[config.mk]
export PLATFORM = sky130hd
export DESIGN_NAME = command_encoder
export DESIGN_NICKNAME = d
export VERILOG_FILES = /design/src/rtl/command_encoder.sv
export SDC_FILE = /design/constraint.sdc
export NUM_CORES = 1
export LEC_CHECK = 0
export ABC_AREA = 1
export BUFFER_PORTS_ARGS = -buffer_cell sky130_fd_sc_hd__buf_2
export CAP_MARGIN = 20
export CELL_PAD_IN_SITES_DETAIL_PLACEMENT = 0
export CELL_PAD_IN_SITES_GLOBAL_PLACEMENT = 1
export CORE_MARGIN = 2
export CORE_UTILIZATION = 35
export CTS_CLUSTER_DIAMETER = 120
export CTS_CLUSTER_SIZE = 10
export DETAILED_ROUTE_END_ITERATION = 8
export PLACE_DENSITY = 0.7
export SETUP_SLACK_MARGIN = 0.2
export SLEW_MARGIN = 0
export SYNTH_ARGS = -nofsm -noshare
export SYNTH_HDL_FRONTEND = slang
export SYNTH_SLANG_ARGS = --single-unit
[constraint.sdc]
create_clock -name clock -period 4.75 [get_ports clock]
set_clock_uncertainty 0.15 [all_clocks]
set_input_delay 0.7125 -clock clock [delete_from_list [all_inputs] [get_ports clock]]
set_output_delay 0.7125 -clock clock [all_outputs]
set_load 0.05 [all_outputs]
[src/rtl/command_encoder.sv]
// command_encoder
//   Serializes one command into the byte stream a UART transmitter sends.
//   Short commands (opcode[7]=0) are one byte: the opcode.
//   Long commands (opcode[7]=1) are five bytes: opcode, then the command
//   payload least-significant byte first.
//
// Ports
//   clock      in   system clock, rising edge
//   reset_n    in   asynchronous active-low reset
//   cmd_valid  in   request to send one command
//   opcode     in   [7:0] opcode, latched on acceptance
//   command    in   [31:0] payload, latched on acceptance
//   cmd_ready  out  high only in IDLE
//   tx_busy    in   UART transmitter busy flag
//   trans_en   out  one-cycle strobe: UART loads data_out
//   data_out   out  [7:0] byte presented to the UART
//   busy       out  high whenever not IDLE
//   cmd_sent   out  one-cycle pulse once the final byte has drained
//   tx_error   out  one-cycle pulse when the ACK timeout aborts a command
//   dbg_state  out  [2:0] current FSM state encoding
//
// Handshake: a command is accepted on a rising edge where cmd_valid=1 and
// cmd_ready=1. cmd_valid seen while cmd_ready=0 is dropped, not queued.

module command_encoder #(
    parameter int ACK_TIMEOUT = 16
) (
    input  logic        clock,
    input  logic        reset_n,
    input  logic        cmd_valid,
    input  logic [7:0]  opcode,
    input  logic [31:0] command,
    output logic        cmd_ready,
    input  logic        tx_busy,
    output logic        trans_en,
    output logic [7:0]  data_out,
    output logic        busy,
    output logic        cmd_sent,
    output logic        tx_error,
    output logic [2:0]  dbg_state
);

    typedef enum logic [2:0] {
        ST_IDLE       = 3'd0,
        ST_ISSUE      = 3'd1,
        ST_WAIT_ACK   = 3'd2,
        ST_WAIT_DRAIN = 3'd3,
        ST_NEXT       = 3'd4
    } state_e;

    localparam int              TW      = $clog2(ACK_TIMEOUT + 1);
    localparam logic [TW-1:0]   TO_LAST = TW'(ACK_TIMEOUT - 1);

    state_e          state_q, state_d;
    logic [39:0]     payload_q, payload_d;   // {command, opcode}; byte 0 is on the wire
    logic            long_q, long_d;
    logic [2:0]      byte_cnt_q, byte_cnt_d;
    logic [TW-1:0]   to_cnt_q, to_cnt_d;
    logic [2:0]      last_idx;

    // Index of the final byte of the frame being sent.
    assign last_idx = long_q ? 3'd4 : 3'd0;

    always_ff @(posedge clock or negedge reset_n) begin
        if (!reset_n) begin
            state_q    <= ST_IDLE;
            payload_q  <= '0;
            long_q     <= 1'b0;
            byte_cnt_q <= '0;
            to_cnt_q   <= '0;
        end else begin
            state_q    <= state_d;
            payload_q  <= payload_d;
            long_q     <= long_d;
            byte_cnt_q <= byte_cnt_d;
            to_cnt_q   <= to_cnt_d;
        end
    end

    always_comb begin
        state_d    = state_q;
        payload_d  = payload_q;
        long_d     = long_q;
        byte_cnt_d = byte_cnt_q;
        to_cnt_d   = to_cnt_q;
        trans_en   = 1'b0;
        cmd_sent   = 1'b0;
        tx_error   = 1'b0;

        case (state_q)
            ST_IDLE: begin
                if (cmd_valid) begin
                    payload_d  = {command, opcode};
                    long_d     = opcode[7];
                    byte_cnt_d = '0;
                    to_cnt_d   = '0;
                    state_d    = ST_ISSUE;
                end
            end

            // Hold off while the UART is still busy with an earlier byte.
            ST_ISSUE: begin
                if (!tx_busy) begin
                    trans_en = 1'b1;
                    to_cnt_d = '0;
                    state_d  = ST_WAIT_ACK;
                end
            end

            // The last waiting cycle is the one where to_cnt_q reaches
            // ACK_TIMEOUT-1, so the error lands ACK_TIMEOUT cycles after trans_en.
            ST_WAIT_ACK: begin
                if (tx_busy) begin
                    state_d = ST_WAIT_DRAIN;
                end else if (to_cnt_q == TO_LAST) begin
                    tx_error = 1'b1;
                    state_d  = ST_IDLE;
                end else begin
                    to_cnt_d = to_cnt_q + 1'b1;
                end
            end

            ST_WAIT_DRAIN: begin
                if (!tx_busy) begin
                    state_d = ST_NEXT;
                end
            end

            ST_NEXT: begin
                if (byte_cnt_q == last_idx) begin
                    cmd_sent = 1'b1;
                    state_d  = ST_IDLE;
                end else begin
                    payload_d  = payload_q >> 8;
                    byte_cnt_d = byte_cnt_q + 3'd1;
                    state_d    = ST_ISSUE;
                end
            end

            default: begin
                state_d = ST_IDLE;
            end
        endcase
    end

    // The payload only shifts in NEXT, so data_out holds from the strobe
    // through the end of the drain wait.
    assign data_out  = payload_q[7:0];
    assign cmd_ready = (state_q == ST_IDLE);
    assign busy      = (state_q != ST_IDLE);
    assign dbg_state = state_q;

endmodule
==> results of run 1 <==
cell families after synthesis:
family | after synthesis
buffers and inverters | 76
AND/OR/NAND/NOR | 150
XOR/XNOR | 2
AO/OA/AOI/OAI | 72
adder cells (fa/ha/maj) | 4
flip-flops | 52
final cells by class:
cell class | count | area [sq um] | share of cell area (%)
clock buffers | 6 | 82.6 | 2.63
flip-flops and latches | 52 | 1300 | 41.5
clock inverters | 2 | 10.0 | 0.319
multi-input cells | 228 | 1120 | 35.6
inverters | 52 | 195 | 6.22
well taps | 102 | 128 | 4.07
repair buffers | 60 | 303 | 9.65
worst max-delay path by stage:
stage	to	start	cells past startpoint
after CTS	tx_error	to_cnt_q[0]	7
final	tx_error	to_cnt_q[0]	7
after floorplan	tx_error	dbg_state[2]	5
after global placement	cmd_sent	dbg_state[2]	3
after global routing	tx_error	to_cnt_q[0]	7
after detailed placement	payload_q[13]	dbg_state[1]	6
per-layer routing:
metal  vias to the layer above  wire length, microns  track usage, %
li1                       1179                     -               -
met1                       979                  2970            20.2
met2                        46                  2370            19.5
met3                         5                   250            2.74
met4                         0                    44            3.26
met5                         -                     0               0
metrics by stage:
stage | util [%] | instance area (sq um)
finish | 40.4 | 3140
global route | 40.4 | 3140
CTS | 40.4 | 3140
detailed placement | 39.2 | 3050
global placement | 39.2 | 3050
floorplan | - | 2810
flip-flops by register name, summed over array words and instances (netlist names):
register    count
byte_cnt_q      3
long_q          1
to_cnt_q        5
dbg_state       3
payload_q      40
placed cells by master, fill, tap and decap left out:
| cell type | count |
|---|---|
| sky130_fd_sc_hd__dfrtp_1 | 52 |
| sky130_fd_sc_hd__clkinv_1 | 1 |
| sky130_fd_sc_hd__o21ai_0 | 56 |
| sky130_fd_sc_hd__xnor2_1 | 1 |
| sky130_fd_sc_hd__nor2_1 | 12 |
| sky130_fd_sc_hd__clkbuf_8 | 6 |
| sky130_fd_sc_hd__nor2_4 | 1 |
| sky130_fd_sc_hd__inv_1 | 49 |
| sky130_fd_sc_hd__nand2_1 | 110 |
| sky130_fd_sc_hd__ha_1 | 4 |
| sky130_fd_sc_hd__nor3_1 | 4 |
| sky130_fd_sc_hd__o21ai_2 | 12 |
| sky130_fd_sc_hd__buf_2 | 59 |
| sky130_fd_sc_hd__a21o_1 | 1 |
| sky130_fd_sc_hd__nand2_4 | 3 |
| sky130_fd_sc_hd__nand3_1 | 17 |
| sky130_fd_sc_hd__nand2_2 | 1 |
| sky130_fd_sc_hd__nand4_1 | 1 |
| sky130_fd_sc_hd__o21ai_1 | 1 |
| sky130_fd_sc_hd__clkinv_2 | 2 |
| sky130_fd_sc_hd__buf_4 | 1 |
| sky130_fd_sc_hd__xor2_1 | 1 |
| sky130_fd_sc_hd__a21oi_1 | 1 |
| sky130_fd_sc_hd__o21a_1 | 1 |
| sky130_fd_sc_hd__nor2_8 | 1 |
| sky130_fd_sc_hd__inv_2 | 2 |
worst min-delay path, delay by kind of cell (launching register included):
kind | cells | cell delay (ns)
flops | 1 | 0.36
simple gates | 2 | 0.10
report_power, final:
part / total (mW) / internal (mW) / switching, mW
logic: 0.902 / 0.257 / 0.645
registers: 0.712 / 0.630 / 0.0816
clock network: 0.259 / 0.117 / 0.142
==> flow_metrics.py, run 1 <==
metrics = {
    "global_route": {
        "first_global_vias": 1944,
        "antenna_found_initial": 0,
        "groute.usage.overall_pct": 13.4,
        "overflow": 0,
        "grt_first_pass_wirelength_mm": 9.39,
        "grt_max_degree": 68,
    },
    "setup_path": {
        "critical_path.most_common_cell": "sky130_fd_sc_hd__ha_1",
        "worst_setup_path_start_kind": "register",
        "cpPeakStageDelay_ns": 0.41,
        "timing.reg2reg.worst_path_depth": 6,
        "reg2reg_end": "payload_q[11]",
        "critical_path.slowest_cell": "sky130_fd_sc_hd__dfrtp_1",
        "crit_chain": "ha_1 > nand2_1 > nor2_1 > ha_1 > inv_1 > nor3_1 > buf_2",
        "worstSetupEndpointType": "output pin",
        "timing.critical_path.arrival_ns": 1.76,
        "worstPathRequired_ns": 3.89,
        "reg2reg_slack_ns": 2.40,
        "critical_path_class": "register to output pin",
        "critical_path_buf_inv_count": 2,
        "critical_path.top_delay_family": "flip-flops",
        "worstReg2RegStart": "dbg_state[1]",
        "critical_path_peak_fanout": 4,
    },
    "yosys": {
        "synthDominantAreaCellType": "sky130_fd_sc_hd__dfrtp_1",
        "largest_cells_by_area_after_synthesis": "sky130_fd_sc_hd__dfrtp_1 (46%), sky130_fd_sc_hd__nand2_1 (15%), sky130_fd_sc_hd__o21ai_0 (10%), sky130_fd_sc_hd__inv_1 (6.5%), sky130_fd_sc_hd__o21ai_2 (3.7%)",
        "postSynthNetCount": 404,
        "yosys.area.top_type_share_pct": 46.3,
        "synth-seq-cells": 52,
        "yosysSeqAreaShare_pct": 46.3,
        "synth_area_sq_um": 2810,
        "synth_compound_gate_area_share_pct": 14.6,
        "warning_count_from_the_yosys_run": 0,
        "main_combinational_cell_family_by_area_after_synthesis": "simple AND/OR/NAND/NOR gates",
        "synth_adder_area_share_pct": 1.78,
        "synth_enable_flop_cells": 0,
        "netlist_top_cells_count": "sky130_fd_sc_hd__nand2_1 (110), sky130_fd_sc_hd__o21ai_0 (56), sky130_fd_sc_hd__dfrtp_1 (52), sky130_fd_sc_hd__inv_1 (49), sky130_fd_sc_hd__nand3_1 (17)",
        "post-synth-top-count-cell": "sky130_fd_sc_hd__nand2_1",
        "yosys.cell_types.count": 29,
        "dominant_register_cell_in_the_synthesized_netlist": "sky130_fd_sc_hd__dfrtp_1",
        "postSynthCellCount": 356,
        "yosys.area_share.xor_xnor_pct": 0.623,
        "proportion_of_synthesized_area_in_mux_cells_pct": 0,
        "ys_async_sr_fraction_pct": 100,
        "synth-simple-area-share_pct": 22.8,
        "syn-mean-instance-area_sq_um": 7.90,
    },
    "min_path": {
        "timing.hold.worst.class": "register to register",
        "hold_path_end": "to_cnt_q[4]",
        "worst_hold_startpoint": "to_cnt_q[4]",
        "holdPathStages": 2,
    },
    "sta": {
        "final.setup.tns_ns": 0,
        "finalWorstPathRequiredPeriod_ns": 2.62,
        "setup-violations-final": 0,
        "final_critical_path_setup_slack_ns": 2.13,
        "final-max-slew-violation-count": 0,
        "holdWs_ns": 0.335,
        "worstMarginPinSlew_ns": 0.671,
        "max_fclk_mhz": 381,
        "rsz0062_at_grt": "false",
        "period_share_pct": 55.2,
        "slew_headroom_pct": 55.3,
        "hold_violations": 0,
    },
    "power": {
        "vdd_drop_max_v": 0.000171,
        "power.density_cell_area_nw_per_um2": 597,
        "total_power_draw_mw": 1.87,
        "total_leakage_power_nw": 1.69,
    },
    "die": {
        "overall_die_area_sq_um": 8770,
        "boundaryPins": 60,
        "die-width_microns": 93.6,
        "floorplan.die.height_microns": 93.6,
        "placement_rows": 32,
        "initial_utilization_pct": 36.2,
        "core-area_sq_um": 7770,
    },
    "placement": {
        "final_estimated_routing_congestion_in_global_placement": 0.782,
        "numPlacedInstances": 494,
        "dp.final_hpwl_mm": 3.94,
        "io_buffers": 59,
        "place_worst_setup_slack_ns": 2.37,
    },
    "clock_tree": {
        "root_buffer": "sky130_fd_sc_hd__clkbuf_8",
        "cts_resized": 0,
        "numCtsBuffers": 5,
        "postCtsSetupBuffers": 0,
        "cts.htree.levels": 2,
        "tritoncts": "done",
        "cts_hold_repair.buffers": 0,
        "sinks_on_clock_net": 52,
        "cts_max_path_buffers": 2,
        "clk_transition_reported_paths_ns": 0.09,
        "worst_skew_pair.late_latency_ns": 0.30,
    },
    "drt": {
        "post_drt_wl_per_cell_microns": 11.2,
        "drt-vias-per-instance": 4.40,
        "vias": 2209,
        "drt-total-wl_mm": 5.64,
        "drtAntennaViolNets": 0,
        "drtIter0Drc": 132,
        "detail_route.drc_violations": 0,
        "dr.pass1.iters": 4,
    },
    "layout": {
        "drive_above_1_share_pct": 22.0,
        "final_layout_fill_cell_count": 853,
        "num_antenna_cells": 0,
        "finish.cell_count_without_fillers": 502,
        "layout.nets": 447,
        "syn2layout_area_growth_pct": 11.6,
    },
    "run_status": {
        "run_status": "completed",
    },
    "run": {
        "max-cap-violations": 0,
    },
}
Power figures use the tool's default switching activity.
==> run 2: changes to the inputs <==
- clock period: 4.75 -> 2.5 ns (I/O delays scaled with it)
==> flow_metrics.py, run 2 (same netlist as run 1, synthesis figures left out) <==
metrics = {
    "run_status": {
        "run_status": "completed",
    },
    "layout": {
        "top_regs": "payload_q x40, to_cnt_q x5",
        "largest_reg_flops": 40,
        "largest_register": "payload_q",
        "final_core_utilization_pct": 41.6,
        "final_common_cell": "sky130_fd_sc_hd__nand2_1",
        "num_antenna_cells": 0,
        "commonest_non_fill_non_tap_cells_in_the_layout": "sky130_fd_sc_hd__nand2_1 (110), sky130_fd_sc_hd__buf_2 (58), sky130_fd_sc_hd__o21ai_0 (56), sky130_fd_sc_hd__dfrtp_1 (51), sky130_fd_sc_hd__inv_1 (49)",
        "layout.nets": 451,
        "drive_above_1_share_pct": 24.0,
        "syn2layout_area_growth_pct": 14.8,
    },
    "global_route": {
        "grt_first_pass_wirelength_mm": 9.56,
        "groute.usage.overall_pct": 13.8,
        "first_global_vias": 2029,
        "overflow": 0,
        "antenna_found_initial": 0,
        "grt_max_degree": 53,
    },
    "setup_path": {
        "critical_path_peak_fanout": 4,
        "critical_path_cell_count": 7,
        "cpPeakStageDelay_ns": 0.40,
        "critical_path.most_common_cell": "sky130_fd_sc_hd__ha_2",
        "cp-startpoint": "to_cnt_q[0]",
        "critical_path.slowest_cell": "sky130_fd_sc_hd__dfrtp_1",
        "worstSetupEndpointType": "output pin",
        "reg2reg_end": "to_cnt_q[4]",
        "reg2reg_slack_ns": 0.57,
        "critical_path_buf_inv_count": 2,
        "critical_path.top_delay_family": "flip-flops",
        "worstReg2RegStart": "to_cnt_q[1]",
        "critical_path_class": "register to output pin",
        "setup.worst_path.end": "tx_error",
        "timing.critical_path.arrival_ns": 1.67,
        "worst_setup_path_start_kind": "register",
        "timing.reg2reg.worst_path_depth": 10,
        "crit_chain": "ha_2 > nand2_1 > nor2_2 > ha_2 > inv_1 > nor3_2 > buf_6",
        "worstPathRequired_ns": 1.98,
    },
    "die": {
        "overall_die_area_sq_um": 8770,
        "floorplan.die.height_microns": 93.6,
        "boundaryPins": 60,
        "die-width_microns": 93.6,
        "initial_utilization_pct": 36.2,
        "placement_rows": 32,
        "core-area_sq_um": 7770,
    },
    "sta": {
        "setup-violations-final": 0,
        "slew_headroom_pct": 55.4,
        "final-max-slew-violation-count": 0,
        "rsz0062_at_grt": "false",
        "hold_violations": 0,
        "period_share_pct": 87.9,
        "max_fclk_mhz": 455,
        "worstMarginPinSlew_ns": 0.669,
        "finalWorstPathRequiredPeriod_ns": 2.20,
        "final.setup.tns_ns": 0,
    },
    "power": {
        "power.density_cell_area_nw_per_um2": 1160,
        "vdd_drop_max_v": 0.000338,
        "total_leakage_power_nw": 1.72,
        "total_power_draw_mw": 3.73,
    },
    "clock_tree": {
        "cts.htree.levels": 2,
        "tritoncts": "done",
        "postCtsSetupBuffers": 0,
        "clk_transition_reported_paths_ns": 0.10,
        "cts_max_path_buffers": 2,
        "worst_skew_pair.late_latency_ns": 0.30,
        "numCtsBuffers": 5,
        "root_buffer": "sky130_fd_sc_hd__clkbuf_8",
        "sinks_on_clock_net": 52,
        "cts_hold_repair.buffers": 0,
        "cts_resized": 0,
    },
    "min_path": {
        "timing.hold.worst.class": "input port to asynchronous set/reset pin",
    },
    "drt": {
        "drtAntennaViolNets": 0,
        "dr.pass1.iters": 4,
        "drt-vias-per-instance": 4.45,
        "detail_route.drc_violations": 0,
        "post_drt_wl_per_cell_microns": 11.3,
        "drt-total-wl_mm": 5.72,
        "drtIter0Drc": 88,
        "vias": 2251,
    },
    "placement": {
        "dp.final_hpwl_mm": 4.12,
        "final_estimated_routing_congestion_in_global_placement": 0.826,
        "io_buffers": 59,
    },
    "run": {
        "max-cap-violations": 0,
    },
}
[run 2: metrics by stage]
| step | hold slack (ns) | worst slack, ns | instances | cell area, sq um |
|---|---|---|---|---|
| after floorplan | -0.0706 | 0.207 | 356 | 2820 |
| final | 0.0342 | 0.302 | 506 | 3230 |
| after CTS | 0.0509 | 0.223 | 506 | 3210 |
| after global placement | 0.307 | 0.577 | 498 | 3090 |
| after detailed placement | 0.312 | 0.548 | 498 | 3090 |
| after global routing | 0.0808 | 0.173 | 506 | 3230 |
[run 2: layout make-up]
| class | instances | area, sq um |
|---|---|---|
| fillers | 802 | 4540 |
| flip-flops and latches | 52 | 1300 |
| multi-input cells | 228 | 1130 |
| repair buffers | 64 | 352 |
| inverters | 52 | 195 |
| well taps | 102 | 128 |
| clock buffers | 6 | 82.6 |
| clock inverters | 2 | 38.8 |
[run 2: worst min path at each step]
stage | start | to | slack (ns) | cells past startpoint
6_report | reset_n | payload_q[32] | 0.03 | 2
5_1_grt | reset_n | payload_q[32] | 0.08 | 2
4_1_cts | reset_n | payload_q[22] | 0.05 | 2
3_5_place_dp | to_cnt_q[3] | to_cnt_q[3] | 0.31 | 2
3_3_place_gp | to_cnt_q[4] | to_cnt_q[4] | 0.31 | 2
2_1_floorplan | reset_n | byte_cnt_q[0] | -0.07 | 0
[run 2: per-layer routing]
metal	part of all wire [%]	global-route usage, %	up-vias
met1	50	19.7	1003
met2	44	20.7	51
met4	1.2	3.62	0
met3	4.9	3.63	7
li1	-	-	1190
met5	0	0	-
[run 2: where the power goes]
part	leakage, nW	total [mW]	internal [mW]	switching [mW]
combinational	1.01	1.77	0.526	1.24
sequential	0.654	1.35	1.20	0.152
clock	0.0614	0.612	0.328	0.285
